[src/rtl/ps2_scancode_fifo_if.sv]
// ps2_scancode_fifo_if: byte-in / event-out handshake between PS/2 receiver, decoder FIFO and bus side
interface ps2_scancode_fifo_if #(parameter int ADDR_W = 4);
  logic [7:0] data_in;
  logic data_valid;
  logic rd_en;
  logic clr_overflow;
  logic [9:0] rd_data;
  logic empty;
  logic full;
  logic [ADDR_W:0] count;
  logic overflow;
  modport master (output data_in, data_valid, rd_en, clr_overflow,
                  input rd_data, empty, full, count, overflow);
  modport slave (input data_in, data_valid, rd_en, clr_overflow,
                 output rd_data, empty, full, count, overflow);
endinterface

[src/rtl/ps2_scancode_fifo.sv]
// ps2_scancode_fifo: folds Set-2 prefix bytes into {break, extended, code} events and buffers them in a FWFT FIFO
module ps2_scancode_fifo #(
  parameter int DEPTH = 16,
  parameter int ADDR_W = 4
) (
  input logic clk,
  input logic reset,
  ps2_scancode_fifo_if.slave bus
);
  localparam logic [2:0] IDLE = 3'd0, EXT = 3'd1, BRK = 3'd2, EXT_BRK = 3'd3, PAUSE = 3'd4;
  localparam logic [ADDR_W:0] FULL_CNT = (ADDR_W+1)'(DEPTH);
  logic [2:0] state, state_nxt, pcnt, pcnt_nxt;
  logic [7:0] b;
  logic push, do_push, do_pop, drop, ovf;
  logic [9:0] word;
  logic [9:0] mem [DEPTH];
  logic [ADDR_W-1:0] rd_ptr, wr_ptr;
  logic [ADDR_W:0] cnt;
  assign b = bus.data_in;
  always_comb begin
    state_nxt = state;
    pcnt_nxt = pcnt;
    push = 1'b0;
    word = {2'b00, b};
    if (bus.data_valid)
      case (state)
        IDLE:
          if (b == 8'hE0) state_nxt = EXT;
          else if (b == 8'hF0) state_nxt = BRK;
          else if (b == 8'hE1) begin
            state_nxt = PAUSE;
            pcnt_nxt = 3'd7;
          end else push = !(b inside {8'h00, 8'hAA, 8'hFA, 8'hFE, 8'hFF});
        EXT:
          if (b == 8'hF0) state_nxt = EXT_BRK;
          else if (b != 8'hE0) begin
            push = 1'b1;
            word = {2'b01, b};
            state_nxt = IDLE;
          end
        BRK:
          if (b == 8'hE0) state_nxt = EXT_BRK;
          else if (b != 8'hF0) begin
            push = 1'b1;
            word = {2'b10, b};
            state_nxt = IDLE;
          end
        EXT_BRK:
          if (b != 8'hE0 && b != 8'hF0) begin
            push = 1'b1;
            word = {2'b11, b};
            state_nxt = IDLE;
          end
        PAUSE: begin
          pcnt_nxt = pcnt - 3'd1;
          if (pcnt == 3'd1) begin
            push = 1'b1;
            word = {2'b01, 8'hE1};
            state_nxt = IDLE;
          end
        end
        default: state_nxt = IDLE;
      endcase
  end
  assign bus.empty = cnt == '0;
  assign bus.full = cnt == FULL_CNT;
  assign bus.count = cnt;
  assign bus.overflow = ovf;
  assign bus.rd_data = mem[rd_ptr];
  // a pop frees the slot on the same edge, so a full FIFO still accepts the push
  assign do_pop = bus.rd_en && !bus.empty;
  assign do_push = push && (!bus.full || do_pop);
  assign drop = push && bus.full && !do_pop;
  always_ff @(posedge clk or posedge reset)
    if (reset) begin
      state <= IDLE;
      pcnt <= '0;
      rd_ptr <= '0;
      wr_ptr <= '0;
      cnt <= '0;
      ovf <= 1'b0;
      for (int i = 0; i < DEPTH; i++) mem[i] <= '0;
    end else begin
      state <= state_nxt;
      pcnt <= pcnt_nxt;
      if (do_push) begin
        mem[wr_ptr] <= word;
        wr_ptr <= wr_ptr + ADDR_W'(1);
      end
      if (do_pop) rd_ptr <= rd_ptr + ADDR_W'(1);
      cnt <= (do_push && !do_pop) ? cnt + (ADDR_W+1)'(1) :
             (do_pop && !do_push) ? cnt - (ADDR_W+1)'(1) : cnt;
      ovf <= drop ? 1'b1 : bus.clr_overflow ? 1'b0 : ovf;
    end
endmodule

[src/flat_wrapper.sv]
// flat-port wrapper written by rule: the top's interface ports become plain ports
module ps2_scancode_fifo_flat 
#(
  parameter int DEPTH = 16,
  parameter int ADDR_W = 4
)
  (clk, reset, bus_data_in, bus_data_valid, bus_rd_en, bus_clr_overflow, bus_rd_data, bus_empty, bus_full, bus_count, bus_overflow);
  ps2_scancode_fifo_if #(.ADDR_W(ADDR_W)) bus_i ();
  input logic clk;
  input logic reset;
  input wire logic [$bits(bus_i.data_in)-1:0] bus_data_in;
  input wire logic [$bits(bus_i.data_valid)-1:0] bus_data_valid;
  input wire logic [$bits(bus_i.rd_en)-1:0] bus_rd_en;
  input wire logic [$bits(bus_i.clr_overflow)-1:0] bus_clr_overflow;
  output wire logic [$bits(bus_i.rd_data)-1:0] bus_rd_data;
  output wire logic [$bits(bus_i.empty)-1:0] bus_empty;
  output wire logic [$bits(bus_i.full)-1:0] bus_full;
  output wire logic [$bits(bus_i.count)-1:0] bus_count;
  output wire logic [$bits(bus_i.overflow)-1:0] bus_overflow;
  assign bus_i.data_in = bus_data_in;
  assign bus_i.data_valid = bus_data_valid;
  assign bus_i.rd_en = bus_rd_en;
  assign bus_i.clr_overflow = bus_clr_overflow;
  assign bus_rd_data = bus_i.rd_data;
  assign bus_empty = bus_i.empty;
  assign bus_full = bus_i.full;
  assign bus_count = bus_i.count;
  assign bus_overflow = bus_i.overflow;
  ps2_scancode_fifo #(.DEPTH(DEPTH), .ADDR_W(ADDR_W)) u_core (.clk(clk), .reset(reset), .bus(bus_i));
endmodule
[config.mk]
export PLATFORM = sky130hd
export DESIGN_NAME = ps2_scancode_fifo_flat
export DESIGN_NICKNAME = d
export VERILOG_FILES = /design/src/rtl/ps2_scancode_fifo_if.sv /design/src/rtl/ps2_scancode_fifo.sv /design/src/flat_wrapper.sv
export SDC_FILE = /design/constraint.sdc
export NUM_CORES = 1
export LEC_CHECK = 0
export ABC_AREA = 1
export BUFFER_PORTS_ARGS = -buffer_cell sky130_fd_sc_hd__buf_2
export CORE_ASPECT_RATIO = 1.75
export CORE_UTILIZATION = 57
export DETAILED_ROUTE_END_ITERATION = 7
export PLACE_DENSITY_LB_ADDON = 0.15
export SLEW_MARGIN = 20
export SYNTH_ARGS = -nofsm -noshare
export SYNTH_HDL_FRONTEND = slang
export SYNTH_SLANG_ARGS = --single-unit
[constraint.sdc]
create_clock -name clk -period 4.75 [get_ports clk]
set_input_delay 0 -clock clk [delete_from_list [all_inputs] [get_ports clk]]
set_output_delay 0 -clock clk [all_outputs]
set_load 0.005 [all_outputs]
# Yosys cells after proc, flatten, opt, wreduce, memory -nomap -nowiden
# Cells that the tools add are included.
# W data, S select, Z words.
[op_classes]
n_lt_le_gt_ge = 3
add_sub_neg = 5
bitwise_logic = 2
reduce_logical = 23
n_eq_ne = 23
mux = 43
[ops]
columns = ["op", "count"]
rows = [
  ["$bwmux W160", 1],
  ["$mux W10", 8],
  ["$eq A8 B8 Y1 const B", 7],
  ["$bmux W10 S4", 1],
  ["$demux W10 S4", 1],
  ["$pmux W10 S4", 1],
  ["$mux W3", 12],
  ["$mux W9", 2],
  ["$ne A8 B8 Y1 const B", 2],
  ["$pmux W3 S5", 1],
  ["$mux W1", 12],
  ["$ge A5 B5 Y1 const B", 2],
  ["$mux W5", 2],
  ["$not A4 Y5", 2],
  ["$add A4 B1 Y4 const B", 2],
  ["$logic_and A1 B1 Y1", 8],
  ["$logic_not A8 Y1", 1],
  ["$eq A3 B1 Y1 const B", 2],
  ["$eq A3 B2 Y1 const B", 2],
  ["$ne A2 B1 Y1 const B", 3],
  ["$ne A3 B1 Y1 const B", 2],
  ["$pmux W3 S2", 1],
  ["$reduce_and A6 Y1", 1],
  ["$reduce_bool A2 Y1", 3],
  ["15 further kinds", 20],
]
[totals]
output_inout_bits = 18
reg_bits = 180
elab_cells = 121
input_bits = 13

# Depth between registers and ports, before layout
[depth]
word_depth = 13
ltp_mapped = 23
depth_no_buf = 22

# Worst setup path after synthesis
# OpenSTA, ideal clock, no wires.
[synth_timing]
path_type = "reg2reg"
from = "register u_core.cnt[0], in the netlist u_core.bus.count[0]"
to = "register u_core.cnt[4], in the netlist u_core.bus.count[4]"
arrival_time_ns = 2.625
stages_incl_launch_ff = 18
setup_slack_ns = 1.997
period_less_slack_ns = 2.753
path_cell_list = "dfrtp_1 -> inv_2 -> nand4_1 -> o21ai_2 -> nand2_4 -> buf_2 -> nand2_1 -> inv_1 -> ha_1 -> inv_1 -> ha_1 -> nand2_1 -> nor2_1 -> a211oi_1 -> nand2_1 -> nand2_1 -> nor2_1 -> xor2_1"
[synth_via]
elab_chain_cells = 8
elab_cells_between_ends = 16
classes_between = "add/sub: 2; eq/ne: 1; mux: 2; reduce/logical: 11"
[synth_lines]
columns = ["element", "line_no", "text"]
rows = [
  ["from (decl)", "ps2_scancode_fifo.sv:18", "logic [ADDR_W:0] cnt;"],
  ["from (signal assigned)", "ps2_scancode_fifo.sv:91", "cnt <= (do_push && !do_pop) ? cnt + (ADDR_W+1)'(1) :"],
  ["$logic_not A5 Y1", "ps2_scancode_fifo.sv:65", "assign bus.empty = cnt == '0;"],
  ["$logic_not A1 Y1", "ps2_scancode_fifo.sv:71", "assign do_pop = bus.rd_en && !bus.empty;"],
  ["$logic_and A1 B1 Y1", "ps2_scancode_fifo.sv:71", ""],
  ["$logic_or A1 B1 Y1 (*)", "ps2_scancode_fifo.sv:72", "assign do_push = push && (!bus.full || do_pop);"],
  ["$logic_and A1 B1 Y1 (*)", "ps2_scancode_fifo.sv:72", ""],
  ["net u_core.do_push", "ps2_scancode_fifo.sv:14", "logic push, do_push, do_pop, drop, ovf;"],
  ["$logic_not A1 Y1", "ps2_scancode_fifo.sv:92", "(do_pop && !do_push) ? cnt - (ADDR_W+1)'(1) : cnt;"],
  ["$logic_and A1 B1 Y1", "ps2_scancode_fifo.sv:92", ""],
  ["$reduce_bool A2 Y1 (no line)", "n/a", ""],
]
# Mark *: on every way through the listed nets, which the timed path passes. The rest lies on a longest branch. The select of a mux whose other input is x is not followed.
# A chain may end at the register's enable or synchronous reset.

# Worst setup path in the final report
[layout_timing]
from = "register u_core.cnt[1], in the netlist u_core.bus.count[1]"
to = "register u_core.cnt[4], in the netlist u_core.bus.count[4]"
# Same word-level chain as after synthesis.

==> impl_metrics.env <==
export IMPL_outcome="complete, no violations"
export IMPL_drive_above_1_share_pct=9.38
export IMPL_grt_util_all_layers_pct=32.8
export IMPL_grt_pass1_vias=8313
export IMPL_ys_async_sr_fraction_pct=100
export IMPL_grt_overflow_total=0
export IMPL_die_w_um=101
export IMPL_synth_seq_cells=180
export IMPL_worstPathArrival_ns=3.84
export IMPL_worstPathCellList="inv_1, nand4_1, o21ai_2, nand2_8, nand2_1, inv_1, ha_1, inv_1, ha_1, nand2_1, nor2_1, a211oi_1, nand2_1, nand2_1, nor2_1, xor2_1"
export IMPL_syn2layout_area_growth_pct=6.95
export IMPL_peakVddDrop_v=0.000941
export IMPL_multi_input_area_sq_um=4620
export IMPL_cellPowerDensity_nw_per_um2=637
export IMPL_worstPathMaxFanout=90
export IMPL_cts_root_buffer="clkbuf_16"
export IMPL_finalHoldViolations=0
export IMPL_synth_warnings=0
export IMPL_grt_pass1_wl_um=44200
export IMPL_die_area_sq_um=17800
export IMPL_slowest_delay_ns=0.48
export IMPL_required_ns=5.08
export IMPL_crit_slowest_cell="nand2_8"
export IMPL_cp_start_kind="register"
export IMPL_cts_tree="yes"
export IMPL_insertion_delay_ns=0.44
export IMPL_initial_core_util_pct=58.1
export IMPL_io_pins=31
export IMPL_whs_ns=0.000223
export IMPL_num_vias=8700
export IMPL_rsz0062_at_grt="no"
export IMPL_clk_pin_slew_ns=0.07
export IMPL_grt_max_degree=181
export IMPL_cts_resized=0
export IMPL_dr_pass1_iters=5
export IMPL_fillCellCount=1592
export IMPL_antenna_found_initial=0
export IMPL_synth_nets=1214
export IMPL_drtAntennaViolNets=0
export IMPL_register_area_sq_um=4510
export IMPL_max_freq_mhz=285
export IMPL_diodes=0
export IMPL_critPathKind="register to register"
export IMPL_worstSetupEndpointType="register"
export IMPL_drt_initial_drc_count=931
export IMPL_maxCapViolations=0
export IMPL_drv_slew=0
export IMPL_io_buffers=30
export IMPL_vias_per_cell=6.21
export IMPL_hp_class="primary input to register"
export IMPL_syn_area_sq_um=9810
export IMPL_drt_total_wl_um=27500
export IMPL_post_route_period_util_pct=73.9
export IMPL_crit_top_cell="nand2_1"
export IMPL_dieHeight_um=176
export IMPL_post_cts_buffers=0
export IMPL_core_area_sq_um=16900
export IMPL_setup_viol=0
export IMPL_route_detailed_drc=0
export IMPL_ys_types=38
export IMPL_syn_inst=1189
export IMPL_p_leak_uw=0.00533
export IMPL_seq_area_frac_synth_pct=45.9
export IMPL_max_slew_margin_pct=23.8
export IMPL_post_drt_wl_per_cell_um=19.6
export IMPL_cts_made_buffers=17
export IMPL_tns_ns=0
export IMPL_avgSynthCellArea_sq_um=8.25
export IMPL_tightest_slew_ns=1.14
export IMPL_dp_hpwl_um=16000
export IMPL_period_needed_ns=3.51
export IMPL_finalClockSkew_ns=0.0115
export IMPL_critical_path_top_delay_family="simple AND/OR/NAND/NOR gates"
export IMPL_ys_flop_type="dfrtp_1"
export IMPL_final_nets=1185
export IMPL_htree_levels=4
export IMPL_synth_edf_count=0
export IMPL_rows=63
export IMPL_cts_sinks=180
export IMPL_cts_hold_buffers=2
export IMPL_gp_congestion=0.858
export IMPL_clock_path_buffers=2
export IMPL_critPathBufInv=3
## worst min-delay path: cells and delay by family
kind	cells	cell delay, ns
AO/OA/AOI/OAI	1	0.19
XOR/XNOR	1	0.11
buffers and inverters	1	0.10
## state kept, by name (all words and copies together) (netlist names)
signal / flops
u_core.mem: 160
u_core.bus.count: 5
u_core.rd_ptr: 4
u_core.wr_ptr: 4
u_core.pcnt: 3
u_core.state: 3
u_core.bus.overflow: 1
## routing by layer
layer  vias to the layer above  part of all wire (%)  track usage, %
met1                      4197                    39            42.2
met5                         -                     0               0
met4                         0                   5.5            19.1
met2                       376                    50            52.0
li1                       4038                     -               -
met3                        89                   6.2            5.13
## cell families (layout without fill, tap and decap cells)
group / count (synthesis) / after routing / synth area share (%)
mux: 30 / 30 / 3.07
compound gates: 115 / 115 / 7.81
flops: 180 / 180 / 45.9
simple gates: 696 / 696 / 33.7
buf+inv: 148 / 132 / 7.17
fa+ha+maj: 12 / 12 / 1.61
xor+xnor: 8 / 8 / 0.714
## placed cells by master (no fill, tap or decap), types with 23 or more instances in the layout
cell type / instances
o21ai_0: 53
dfrtp_1: 178
nand3_1: 23
buf_2: 30
nand4_1: 165
o221ai_1: 29
inv_1: 44
nor2_1: 96
mux2i_1: 29
nand2_1: 385
## through the flow
step,cells,power (uW),util [%],instance area [sq um],setup WS (ns)
after global placement,1366,5190,58.6,9880,1.34
after floorplan,1189,4460,-,9810,2.00
after global routing,1400,7110,62.2,10500,0.778
final,1400,6680,62.2,10500,1.24
after CTS,1400,6670,62.2,10500,1.20
after detailed placement,1366,5240,58.6,9880,1.21
## layout make-up
| type | count | share of cell area, % |
|---|---|---|
| Multi-Input combinational cell | 861 | 44.0 |
| Sequential cell | 180 | 43.0 |
| Clock buffer | 21 | 4.39 |
| Timing Repair Buffer | 46 | 2.74 |
| Tap cell | 227 | 2.71 |
| Inverter | 54 | 1.97 |
| Clock inverter | 11 | 1.20 |
## final timing paths
check	from	end	slack, ns	cells past startpoint
max	u_core.bus.count[1]	u_core.bus.count[4]	1.24	16
max in group asynchronous	reset	u_core.mem[49]	3.58	4
min in group asynchronous	reset	u_core.mem[115]	0.34	4
min	bus_rd_en	u_core.rd_ptr[0]	0.0002	3
max reg2reg	u_core.bus.count[1]	u_core.bus.count[4]	1.24	16
min reg2reg	u_core.mem[53]	u_core.mem[53]	0.48	2
## power by group
part           total, uW  internal (uW)  switching (uW)
clock               1420            806             615
sequential          2430           2050             373
combinational       2830            933            1900
## Yosys cell counts (4+ instances only)
cell type  number  area [sq um]
a21oi_1         5          25.0
buf_2          31           155
buf_6          13           146
clkbuf_1       47           176
clkinv_1        4          15.0
dfrtp_1       180          4500
ha_1           11           138
inv_1          45           169
inv_2           5          18.8
mux2i_1        29           290
nand2_1       385          1450
nand3_1        23           115
nand4_1       165          1030
nand4_4        10           213
nor2_1         96           360
nor2_2          5          31.3
o211ai_1       10          75.1
o21ai_0        53           265
o221ai_1       29           254
o32ai_1        10          87.6
xor2_1          7          61.3
Power figures use the tool's default switching activity.
